--- src/rtl/id_ex_stage.sv ---
// ID/EX pipeline register with EX operand forwarding, load-use stall and flush bubbles.
// Optional IDEX_PERF_CNT_EN adds saturating stall_cnt/flush_cnt event counters.
module id_ex_stage #(
  parameter int XLEN = 32,
  parameter int REGW = 5
) (
  input  logic            clk,
  input  logic            rst,
  input  logic            valid_d,
  input  logic [XLEN-1:0] rd1_d,
  input  logic [XLEN-1:0] rd2_d,
  input  logic [XLEN-1:0] imm_ext_d,
  input  logic [XLEN-1:0] pc_d,
  input  logic [XLEN-1:0] pcplus4_d,
  input  logic [REGW-1:0] rs1_d,
  input  logic [REGW-1:0] rs2_d,
  input  logic [REGW-1:0] rd_d,
  input  logic            alusrc_d,
  input  logic [2:0]      alucontrol_d,
  input  logic            regwrite_d,
  input  logic            memwrite_d,
  input  logic            branch_d,
  input  logic [1:0]      resultsrc_d,
  input  logic            flush_e,
  input  logic [XLEN-1:0] aluresult_m,
  input  logic [XLEN-1:0] result_w,
  input  logic [REGW-1:0] rd_m,
  input  logic [REGW-1:0] rd_w,
  input  logic            regwrite_m,
  input  logic            regwrite_w,
  output logic [XLEN-1:0] srca_e,
  output logic [XLEN-1:0] srcb_e,
  output logic [2:0]      alucontrol_e,
  output logic [XLEN-1:0] writedata_e,
  output logic [XLEN-1:0] pc_e,
  output logic [XLEN-1:0] pcplus4_e,
  output logic [XLEN-1:0] imm_ext_e,
  output logic [REGW-1:0] rd_e,
  output logic            regwrite_e,
  output logic            memwrite_e,
  output logic            branch_e,
  output logic [1:0]      resultsrc_e,
  output logic            valid_e,
  output logic            stall_d
`ifdef IDEX_PERF_CNT_EN
  ,
  output logic [31:0]     stall_cnt,
  output logic [31:0]     flush_cnt
`endif
);

  logic [XLEN-1:0] rd1_e, rd2_e;
  logic [REGW-1:0] rs1_e, rs2_e;
  logic            alusrc_e;
  logic [XLEN-1:0] fwd_a, fwd_b;

  // A load in EX cannot forward its data until MEM completes, so decode must wait.
  assign stall_d = valid_e && (resultsrc_e == 2'b01) && (rd_e != '0) && valid_d &&
                   ((rd_e == rs1_d) || (rd_e == rs2_d));

  always_ff @(posedge clk or negedge rst) begin
    if (!rst) begin
      valid_e      <= 1'b0;
      rd1_e        <= '0;
      rd2_e        <= '0;
      imm_ext_e    <= '0;
      pc_e         <= '0;
      pcplus4_e    <= '0;
      rs1_e        <= '0;
      rs2_e        <= '0;
      rd_e         <= '0;
      alusrc_e     <= 1'b0;
      alucontrol_e <= 3'b000;
      regwrite_e   <= 1'b0;
      memwrite_e   <= 1'b0;
      branch_e     <= 1'b0;
      resultsrc_e  <= 2'b00;
    end else if (flush_e || stall_d) begin
      valid_e      <= 1'b0;
      rd1_e        <= '0;
      rd2_e        <= '0;
      imm_ext_e    <= '0;
      pc_e         <= '0;
      pcplus4_e    <= '0;
      rs1_e        <= '0;
      rs2_e        <= '0;
      rd_e         <= '0;
      alusrc_e     <= 1'b0;
      alucontrol_e <= 3'b000;
      regwrite_e   <= 1'b0;
      memwrite_e   <= 1'b0;
      branch_e     <= 1'b0;
      resultsrc_e  <= 2'b00;
    end else begin
      valid_e      <= valid_d;
      rd1_e        <= rd1_d;
      rd2_e        <= rd2_d;
      imm_ext_e    <= imm_ext_d;
      pc_e         <= pc_d;
      pcplus4_e    <= pcplus4_d;
      rs1_e        <= rs1_d;
      rs2_e        <= rs2_d;
      rd_e         <= rd_d;
      alusrc_e     <= alusrc_d;
      alucontrol_e <= alucontrol_d;
      regwrite_e   <= regwrite_d;
      memwrite_e   <= memwrite_d;
      branch_e     <= branch_d;
      resultsrc_e  <= resultsrc_d;
    end
  end

  // MEM is the younger producer, so it overrides WB; x0 is never forwarded.
  always_comb begin
    fwd_a = rd1_e;
    if (regwrite_m && (rd_m != '0) && (rd_m == rs1_e))
      fwd_a = aluresult_m;
    else if (regwrite_w && (rd_w != '0) && (rd_w == rs1_e))
      fwd_a = result_w;
  end

  always_comb begin
    fwd_b = rd2_e;
    if (regwrite_m && (rd_m != '0) && (rd_m == rs2_e))
      fwd_b = aluresult_m;
    else if (regwrite_w && (rd_w != '0) && (rd_w == rs2_e))
      fwd_b = result_w;
  end

  assign srca_e      = fwd_a;
  assign srcb_e      = alusrc_e ? imm_ext_e : fwd_b;
  assign writedata_e = fwd_b;

`ifdef IDEX_PERF_CNT_EN
  always_ff @(posedge clk or negedge rst) begin
    if (!rst) begin
      stall_cnt <= 32'd0;
      flush_cnt <= 32'd0;
    end else begin
      if (stall_d && (stall_cnt != 32'hFFFF_FFFF)) stall_cnt <= stall_cnt + 32'd1;
      if (flush_e && (flush_cnt != 32'hFFFF_FFFF)) flush_cnt <= flush_cnt + 32'd1;
    end
  end
`endif

endmodule

--- config.mk ---
export PLATFORM = sky130hd
export DESIGN_NAME = id_ex_stage
export DESIGN_NICKNAME = d
export VERILOG_FILES = /design/src/rtl/id_ex_stage.sv
export SDC_FILE = /design/constraint.sdc
export NUM_CORES = 1
export LEC_CHECK = 0
export ABC_AREA = 1
export BUFFER_PORTS_ARGS = -buffer_cell sky130_fd_sc_hd__buf_2
export CORE_AREA = 2 2 181 183
export DETAILED_ROUTE_END_ITERATION = 8
export DIE_AREA = 0 0 183 185
export REMOVE_ABC_BUFFERS = 1
export SLEW_MARGIN = 20
export SYNTH_ARGS = -nofsm -noshare
export SYNTH_HDL_FRONTEND = slang
export SYNTH_SLANG_ARGS = --single-unit
--- constraint.sdc ---
create_clock -name clk -period 1.8 [get_ports clk]
set_clock_uncertainty 0.1 [all_clocks]
set_input_delay 0.27 -clock clk [delete_from_list [all_inputs] [get_ports clk]]
set_output_delay 0.27 -clock clk [all_outputs]
set_load 0.05 [all_outputs]
==> impl_metrics.py <==
metrics = {
    "cells_and_area": {
        "drive_gt1_share_pct": 48.3,
        "finalNetCount": 2176,
        "fin_util_pct": 57.2,
        "area_growth_pct": 102,
        "final_cells": 2335,
    },
    "power_and_ir_drop": {
        "powerDensity_nw_per_um2": 683,
        "power.net_switching_uw": 4400,
        "sw_frac_of_total_pct": 35.1,
        "p_seq_share_pct": 35.8,
        "vdd_drop_max_uv": 535,
        "clock_power_share_pct": 29.8,
        "intPower_uw": 8120,
        "power_frac_comb_pct": 34.5,
        "p_leak_uw": 0.00996,
    },
    "critical_path": {
        "worstPathArrival_ps": 2260,
        "path_common_cell": "buf_12",
        "critPathKind": "reg2out",
        "end_kind": "primary output",
        "required_ps": 1430,
        "ff2ff_setup_slack_ps": -240,
        "slowest_stage": "dfrtp_2",
        "path_cells": "xnor2_2 -> nand2_2 -> nor3_4 -> buf_12 -> buf_16 -> nand3_4 -> and2_4 -> buf_12",
        "slowest_delay_ps": 450,
        "critPathLaunchType": "flip-flop",
        "crit_path_max_fanout": 8,
    },
    "flow_run": {
        "drv_cap": 0,
    },
    "floorplan": {
        "start_util_pct": 28.2,
        "die_area_um2": 33900,
        "core-area_um2": 32000,
        "placementRows": 66,
        "die_h_um": 185,
        "fp.dieW_um": 183,
        "ioPinCount": 471,
    },
    "detailed_routing": {
        "drc": 0,
        "via_per_inst": 4.78,
        "dr.pass1.iters": 5,
        "wl_per_cell_um": 19.7,
        "dr.first_iter.drc_count": 573,
        "ant_nets": 0,
        "wl_um": 46000,
        "num_vias": 11200,
    },
    "logic_synthesis": {
        "ys_ff_latch": 185,
        "ys_types": 24,
        "synth_edf_count": 0,
        "ys.warnings.count": 0,
        "synth_cells": 1181,
        "synth.cell_area_um2": 9050,
        "async_reset_ff_share_pct": 100,
        "synth_area_per_cell_um2": 7.66,
        "synth.top_cell.area_share_pct": 51.2,
        "synthFlopType": "dfrtp_1",
        "ys_top_cells_by_area": "dfrtp_1, inv_1, nand3_1",
        "yosysTopAreaCell": "dfrtp_1",
        "seq_area_frac_synth_pct": 51.2,
    },
    "clocking": {
        "clockBufferDepth": 2,
        "clkLatencyLatePin_ps": 440,
        "cts_made_buffers": 17,
        "cts.htree.levels": 4,
        "clk_pin_slew_worst_paths_ps": 70,
        "cts_tree": "done",
        "cts.sinks": 185,
        "clockRootBuffer": "clkbuf_16",
    },
    "timing": {
        "setup_viol": 239,
        "slew_viol_final": 0,
        "fmax_ghz": 0.381,
        "setup_ws_ps": -828,
        "hold_violations": 0,
        "worstMarginPinSlew_ps": 479,
        "finalCritPeriodShare_pct": 146,
        "rsz0062_at_grt": "yes",
        "max_slew_margin_pct": 68.0,
        "period_minus_slack_ps": 2630,
        "fin_hold_ws_ps": 55.5,
    },
    "global_routing": {
        "grt_start_max_net_pins": 47,
        "grt_antenna_before_repair": 2,
        "grt_overflow": 0,
        "grt_pass1_vias": 11200,
        "track_usage_pct": 24.3,
        "grt_first_pass_wirelength_um": 61700,
    },
    "place": {
        "gp_congestion": 0.873,
        "port_buffers": 470,
        "dp_cells": 2068,
        "place_hpwl_um": 26300,
    },
    "worst_hold_path": {
        "worstHoldPathType": "in2reg",
    },
    "run_status": {
        "status": "finished, violations left",
        "violations": "setup timing",
    },
}
-- sequential cells by signal, summed over array words and instances, names as in the netlist, 2 cells and up --
name and count:
imm_ext_e 32, pc_e 32, pcplus4_e 32, rd1_e 32, rd2_e 32, rd_e 5
rs1_e 5, rs2_e 5, alucontrol_e 3, resultsrc_e 2
-- cell usage in the layout (no fill, tap or decap), types with 48 or more instances in the layout --
master	Yosys	layout
nor2_1	194	132
buf_12	0	52
inv_1	291	288
nand2_1	148	91
buf_2	22	372
nand3_2	0	88
dfrtp_1	185	181
nor2_2	1	48
buf_6	5	61
dlygate4sd3_1	0	184
-- area by class of cell --
class	instances	area (µm²)
Inverter	291	1090
Clock buffer	21	460
Timing Repair Buffer	775	6930
Multi-Input combinational cell	642	4580
Tap cell	408	510
Clock inverter	11	110
Fill cell	2572	13700
Antenna cell	2	5.00
Sequential cell	185	4630
-- logic make-up after synthesis --
group                     after synthesis  share of synthesized area [%]
AOI/OAI and AO/OA                      35                           1.94
and+or+nand+nor                       582                           28.6
DFF                                   185                           51.2
buffers and inverters                 354                           15.9
xor gates and xnor gates               25                           2.42
-- Yosys cell counts, drive strengths merged (3+ instances only) --
| library cell | n |
|---|---|
| a21oi | 3 |
| and2 | 32 |
| buf | 43 |
| clkbuf | 20 |
| dfrtp | 185 |
| inv | 291 |
| nand2 | 148 |
| nand3 | 167 |
| nand4 | 32 |
| nor2 | 195 |
| nor3 | 5 |
| o21ai | 32 |
| xnor2 | 10 |
| xor2 | 15 |
-- per-layer routing --
layer	vias to the layer above	global-route usage [%]	wire length (µm)
li1	4975	-	-
met1	5274	26.2	16000
met2	704	44.3	23400
met3	202	5.62	3700
met4	0	12.7	2850
met5	-	0	0
-- stage by stage --
step / area (µm²) / total power (µW) / worst slack, ps / setup TNS (ps)
2_1_floorplan: 8700 / 6250 / -2700 / -671710
3_3_place_gp: 12600 / 7470 / -383 / -28690
3_5_place_dp: 12600 / 7480 / -432 / -31710
4_1_cts: 16700 / 12200 / -801 / -91220
5_1_grt: 18300 / 13000 / -942 / -124970
6_report: 18300 / 12500 / -828 / -89540
-- critical path, delay by kind of cell (launching register included) --
family / cells / cell delay [ps]
XOR/XNOR: 1 / 190
flip-flops: 1 / 450
buffers and inverters: 3 / 490
AND/OR/NAND/NOR: 4 / 680
-- timing repair --
| item | CTS | global route |
|---|---|---|
| hold buffers | 184 | 0 |
| cloned | 15 | 10 |
| resized for setup | 327 | 351 |
| endpoints found under the hold margin | 219 | 0 |
| setup buffers | 20 | 11 |
| pin swaps | 39 | 52 |
| setup endpoints to repair | 177 | 282 |
-- worst paths after layout --
| kind | end | cells after the start | start |
|---|---|---|---|
| max | writedata_e[15] | 8 | rs2_e[1]$_DFF_PN0_ |
| min | pc_e[17]$_DFF_PN0_ | 3 | pc_d[17] |
| max reg2reg | rd1_e[30]$_DFF_PN0_ | 11 | rd_e[2]$_DFF_PN0_ |
| min reg2reg | pc_e[8]$_DFF_PN0_ | 7 | resultsrc_e[1]$_DFF_PN0_ |
| max in group asynchronous | rs2_e[1]$_DFF_PN0_ | 3 | rst |
| min in group asynchronous | imm_ext_e[8]$_DFF_PN0_ | 2 | rst |
-- power by group through the flow --
stage	clock network, µW	registers [µW]	logic [µW]
after global routing	4030	4490	4520
after CTS	3840	4450	3890
final	3730	4480	4310
after global placement	0	4530	2940
after detailed placement	0	4530	2950
after floorplan	0	4980	1270
No activity file was read; power rests on OpenSTA's default activity.
